**src/rtl/alu_arbiter.sv**
```systemverilog
`default_nettype none
// +--------------------------------------------------------------------------+
// | alu_arbiter: round-robin share of one ALU between two requesters          |
// | Rev 1.0                                                                   |
// +--------------------------------------------------------------------------+
module alu_arbiter #(
  parameter int DATA_WIDTH    = 32,
  parameter int OPCODE_LENGTH = 4
) (
  input  logic                     clk,
  input  logic                     reset,
  input  logic                     req0_valid,
  output logic                     req0_ready,
  input  logic [DATA_WIDTH-1:0]    req0_srca,
  input  logic [DATA_WIDTH-1:0]    req0_srcb,
  input  logic [OPCODE_LENGTH-1:0] req0_op,
  input  logic                     req0_imm,
  input  logic                     req1_valid,
  output logic                     req1_ready,
  input  logic [DATA_WIDTH-1:0]    req1_srca,
  input  logic [DATA_WIDTH-1:0]    req1_srcb,
  input  logic [OPCODE_LENGTH-1:0] req1_op,
  input  logic                     req1_imm,
  output logic [DATA_WIDTH-1:0]    alu_srca,
  output logic [DATA_WIDTH-1:0]    alu_srcb,
  output logic [OPCODE_LENGTH-1:0] alu_op,
  output logic                     alu_imm,
  input  logic [DATA_WIDTH-1:0]    alu_result,
  output logic                     rsp0_valid,
  input  logic                     rsp0_ready,
  output logic [DATA_WIDTH-1:0]    rsp0_data,
  output logic                     rsp1_valid,
  input  logic                     rsp1_ready,
  output logic [DATA_WIDTH-1:0]    rsp1_data
);

  logic                  r_last_grant;
  logic                  r_rsp0_valid;
  logic                  r_rsp1_valid;
  logic [DATA_WIDTH-1:0] r_rsp0_data;
  logic [DATA_WIDTH-1:0] r_rsp1_data;

  logic w_elig0;
  logic w_elig1;
  logic w_grant0;
  logic w_grant1;

  // A slot being drained this cycle may be refilled in the same cycle.
  assign w_elig0  = reset & req0_valid & (~r_rsp0_valid | rsp0_ready);
  assign w_elig1  = reset & req1_valid & (~r_rsp1_valid | rsp1_ready);
  assign w_grant0 = w_elig0 & (~w_elig1 | r_last_grant);
  assign w_grant1 = w_elig1 & (~w_elig0 | ~r_last_grant);

  assign req0_ready = w_grant0;
  assign req1_ready = w_grant1;

  always_comb begin
    alu_srca = '0;
    alu_srcb = '0;
    alu_op   = '0;
    alu_imm  = 1'b0;
    if (w_grant0) begin
      alu_srca = req0_srca;
      alu_srcb = req0_srcb;
      alu_op   = req0_op;
      alu_imm  = req0_imm;
    end else if (w_grant1) begin
      alu_srca = req1_srca;
      alu_srcb = req1_srcb;
      alu_op   = req1_op;
      alu_imm  = req1_imm;
    end
  end

  always_ff @(posedge clk) begin
    if (!reset) begin
      r_last_grant <= 1'b1;
      r_rsp0_valid <= 1'b0;
      r_rsp1_valid <= 1'b0;
      r_rsp0_data  <= '0;
      r_rsp1_data  <= '0;
    end else begin
      if (w_grant0) begin
        r_rsp0_valid <= 1'b1;
        r_rsp0_data  <= alu_result;
      end else if (rsp0_ready) begin
        r_rsp0_valid <= 1'b0;
      end

      if (w_grant1) begin
        r_rsp1_valid <= 1'b1;
        r_rsp1_data  <= alu_result;
      end else if (rsp1_ready) begin
        r_rsp1_valid <= 1'b0;
      end

      if (w_grant0) begin
        r_last_grant <= 1'b0;
      end else if (w_grant1) begin
        r_last_grant <= 1'b1;
      end
    end
  end

  assign rsp0_valid = r_rsp0_valid;
  assign rsp1_valid = r_rsp1_valid;
  assign rsp0_data  = r_rsp0_data;
  assign rsp1_data  = r_rsp1_data;

endmodule
`default_nettype wire

```
**config.mk**
```make
export PLATFORM = sky130hd
export DESIGN_NAME = alu_arbiter
export DESIGN_NICKNAME = d
export VERILOG_FILES = /design/src/rtl/alu_arbiter.sv
export SDC_FILE = /design/constraint.sdc
export NUM_CORES = 1
export LEC_CHECK = 0
export BUFFER_PORTS_ARGS = -buffer_cell sky130_fd_sc_hd__clkbuf_2
export CAP_MARGIN = 20
export CELL_PAD_IN_SITES_DETAIL_PLACEMENT = 1
export CELL_PAD_IN_SITES_GLOBAL_PLACEMENT = 1
export CORE_MARGIN = 3
export CORE_UTILIZATION = 29
export CTS_CLUSTER_DIAMETER = 40
export DETAILED_ROUTE_END_ITERATION = 10
export GPL_TIMING_DRIVEN = 0
export PLACE_DENSITY_LB_ADDON = 0.1
export SYNTH_ARGS = -nofsm -noshare
export SYNTH_HDL_FRONTEND = slang
export SYNTH_SLANG_ARGS = --single-unit
```
**constraint.sdc**
```tcl
create_clock -name clk -period 2.6 [get_ports clk]
set_clock_uncertainty 0.1 [all_clocks]
set_input_delay 0.52 -clock clk [delete_from_list [all_inputs] [get_ports clk]]
set_output_delay 0.52 -clock clk [all_outputs]
set_load 0.01 [all_outputs]
```
==> metrics.md <==
| Metric | Value |
|---|---|
| Initial antenna violation count | `1` |
| Area of the multi-input gates | `2494 µm²` |
| CP arrival | `1850 ps` |
| CTS tree | `done` |
| Rows | `43` |
| CP endpoint kind | `output pin` |
| HPWL after detailed placement | `approximately 16000 µm` |
| VDD IR-drop max | `494.7 µV` |
| CP max FO | `10` |
| Layout Utilization | `a little under half` |
| Vias | `5077` |
| Status | `completed` |
| CP startpoint | `reset` |
| Hold Path Class | `input pin to register` |
| Pwr dens | `511.6 nW/µm²` |
| Post-synthesis area per instance | `7.916 µm²` |
| Sequential cell area | `1341 µm²` |
| Finished Cell Area | `6347 µm²` |
| Synthesis Warnings | `0` |
| Max Cap Viol | `0` |
| Fill cells | `1854` |
| Finished Layout Cells | `1047` |
| Total congestion overflow | `0` |
| Area growth from synthesis to layout | `49.87%` |
| Crit path required time | `1980 ps` |
| TritonCTS Buffers | `9` |
| Min Hold Slack | `340.0 ps` |
| First-pass iteration count of the detailed router | `4` |
| GP Congestion | `0.9397` |
| Cells after Synth | `535` |
| Crit Path Category | `input pin to output pin` |
| Crit Reg-Reg Startpoint | `rsp1_valid` |
| Clk Latency, worst-skew pair | `320 ps` |
| WL per Instance | `18.02 µm` |
| CTS sink cnt | `67` |
| Register area share after synthesis | `31.67%` |
| Core footprint | `14100 µm²` |
| Clock slew at reported path FFs | `50 ps` |
| Vias in the first global route | `roughly 5400` |
| Post-CTS Hold Buffers | `0` |
| Place WS | `-145.3 ps` |
| Tot Pwr | `3.247 mW` |
| I/O Pins | `between 300 and 400` |
| Number of cells after detailed placement | `1027` |
| Layout Nets | `just over 1000` |
| ANT nets after route | `0` |
| Fin crit period | `2468 ps` |
| FF+latch count, synth | `67` |
| DR DRC count | `0` |
| Die H | `approximately 130 µm` |
| Pins Over Slew Limit | `0` |
| DR vias/cell | `4.849` |
| Largest net degree at the start of global routing | `11` |
| GRT Util Overall | `22.11%` |
| Initial DRC count | `approximately 180` |
| Final wirelength | `18870 µm` |
| Ratio of cells with drive above 1 in the final layout | `50.69%` |
| Least-Margin Pin Slew | `around 510 ps` |
| Chip width | `between 100 and 150 µm` |
| CTS Root Cell | `clkbuf_16` |
| Clock buffer depth | `2` |
| RSZ-0062 raised after global routing | `false` |
| Setup TNS | `0 ps` |
| Initial Util | `30.05%` |
| Die area | `16090 µm²` |
| Tcrit/Tclk final | `94.91%` |
| Leakage | `3.275 nW` |
| Final Hold Viols | `0` |
| Fin worst setup slack | `132.4 ps` |
| Synthesized cell area | `4235 µm²` |
| Fmax | `405.3 MHz` |
| Max H-tree Level | `3` |
| Hold wc startpoint | `alu_result[12]` |
| PortBufs | `312` |
| Placed Area | `around 6000 µm²` |
| Headroom to the max-slew limit | `between 60% and 70%` |
| Worst Setup Start Kind | `input pin` |
| First-pass GRT wire length | `28640 µm` |
| # setup viols final | `0` |
| Mapped Nets | `711` |
| Number of distinct library cells after synthesis | `22` |
[cell usage after synthesis]
| library cell | instances | area, µm² |
|---|---|---|
| inv_2 | 2 | 7.510 |
| buf_12 | 8 | 160.2 |
| buf_4 | 5 | 37.54 |
| o21ai_2 | 1 | 8.760 |
| and2_1 | 1 | 6.260 |
| a21o_1 | 1 | 7.510 |
| o22ai_2 | 69 | 863.3 |
| nor2_1 | 1 | 3.750 |
| a31oi_4 | 1 | 21.27 |
| nand2b_4 | 1 | 13.76 |
| a32o_1 | 1 | 10.01 |
| a21oi_1 | 1 | 5.000 |
| mux2i_1 | 32 | 320.3 |
| buf_6 | 4 | 45.04 |
| buf_2 | 9 | 45.04 |
| nand2_1 | 235 | 882.1 |
| a21boi_4 | 1 | 18.77 |
| o21ai_1 | 33 | 165.2 |
| nand3_1 | 32 | 160.2 |
| dfxtp_1 | 67 | 1341 |
| inv_1 | 1 | 3.750 |
| clkbuf_1 | 29 | 108.9 |
[layer usage]
| layer | up-vias | track usage, % | routed length (µm) |
|---|---|---|---|
| met3 | 29 | 4.968 | 1257 |
| met4 | 0 | 7.571 | 516 |
| met2 | 184 | 41.84 | 10020 |
| met1 | 2407 | 24.04 | 7083 |
| met5 | - | 0 | 0 |
| li1 | 2457 | - | - |
[worst max-delay path, cell delays in order]
cell,delay [ps]
clkbuf_2,90
buf_2,240
clkbuf_4,300
clkbuf_2,280
nand2_1,110
o22ai_2,140
clkbuf_2,170
[report_power, final]
group / switching [mW] / internal, mW
sequential: 0.0449 / 1.11
clock: 0.415 / 0.695
combinational: 0.548 / 0.438
[cells by family after synthesis]
group | count (synthesis) | synth area share [%]
AND/OR/NAND/NOR | 270 | 25.17
buffers and inverters | 58 | 9.630
flip-flops | 67 | 31.67
AO/OA/AOI/OAI | 108 | 25.97
multiplexers | 32 | 7.563
[final cells by class]
class                           count  share of cell area (%)
Clock inverter                      2                  0.1577
Sequential cell                    67                   21.13
Inverter                            3                  0.1774
Tap cell                          180                   3.548
Antenna cell                        1                 0.03942
Timing Repair Buffer              315                   24.96
Multi-Input combinational cell    410                   39.29
Clock buffer                       14                   4.159
Buffer                             55                   6.544
[layout by cell type (no fill, tap or decap), types with 2 or more instances in the layout]
| cell | Yosys | layout |
|---|---|---|
| clkbuf_2 | 0 | 322 |
| nand2_1 | 235 | 235 |
| o22ai_2 | 69 | 69 |
| dfxtp_1 | 67 | 67 |
| o21ai_1 | 33 | 33 |
| nand3_1 | 32 | 32 |
| mux2i_1 | 32 | 32 |
| clkbuf_1 | 29 | 22 |
| clkbuf_16 | 0 | 9 |
| buf_2 | 9 | 8 |
| buf_12 | 8 | 8 |
| buf_4 | 5 | 7 |
| buf_6 | 4 | 5 |
| inv_2 | 2 | 2 |
| clkbuf_8 | 0 | 2 |
| clkinv_2 | 0 | 2 |
[path summary, 6_finish.rpt]
path,to,slack [ps],depth (start not counted)
setup / recovery,alu_srcb[27],130,7
hold reg to reg,rsp0_data[0],350,2
hold / removal,rsp1_data[12],340,3
setup reg to reg,rsp0_data[31],980,5
[timing repair]
item	4_1_cts	5_1_grt
gates resized for setup	10	4
endpoints found under the hold margin	0	0
pin swaps	0	1
buffers inserted	0	3
setup endpoints to repair	67	26
[state kept, by name, indices dropped and copies added (netlist names)]
| signal | count |
|---|---|
| rsp0_valid | 1 |
| rsp1_valid | 1 |
| rsp1_data | 32 |
| rsp0_data | 32 |
| r_last_grant | 1 |
Note: power is estimated with default switching activity, not from simulation.
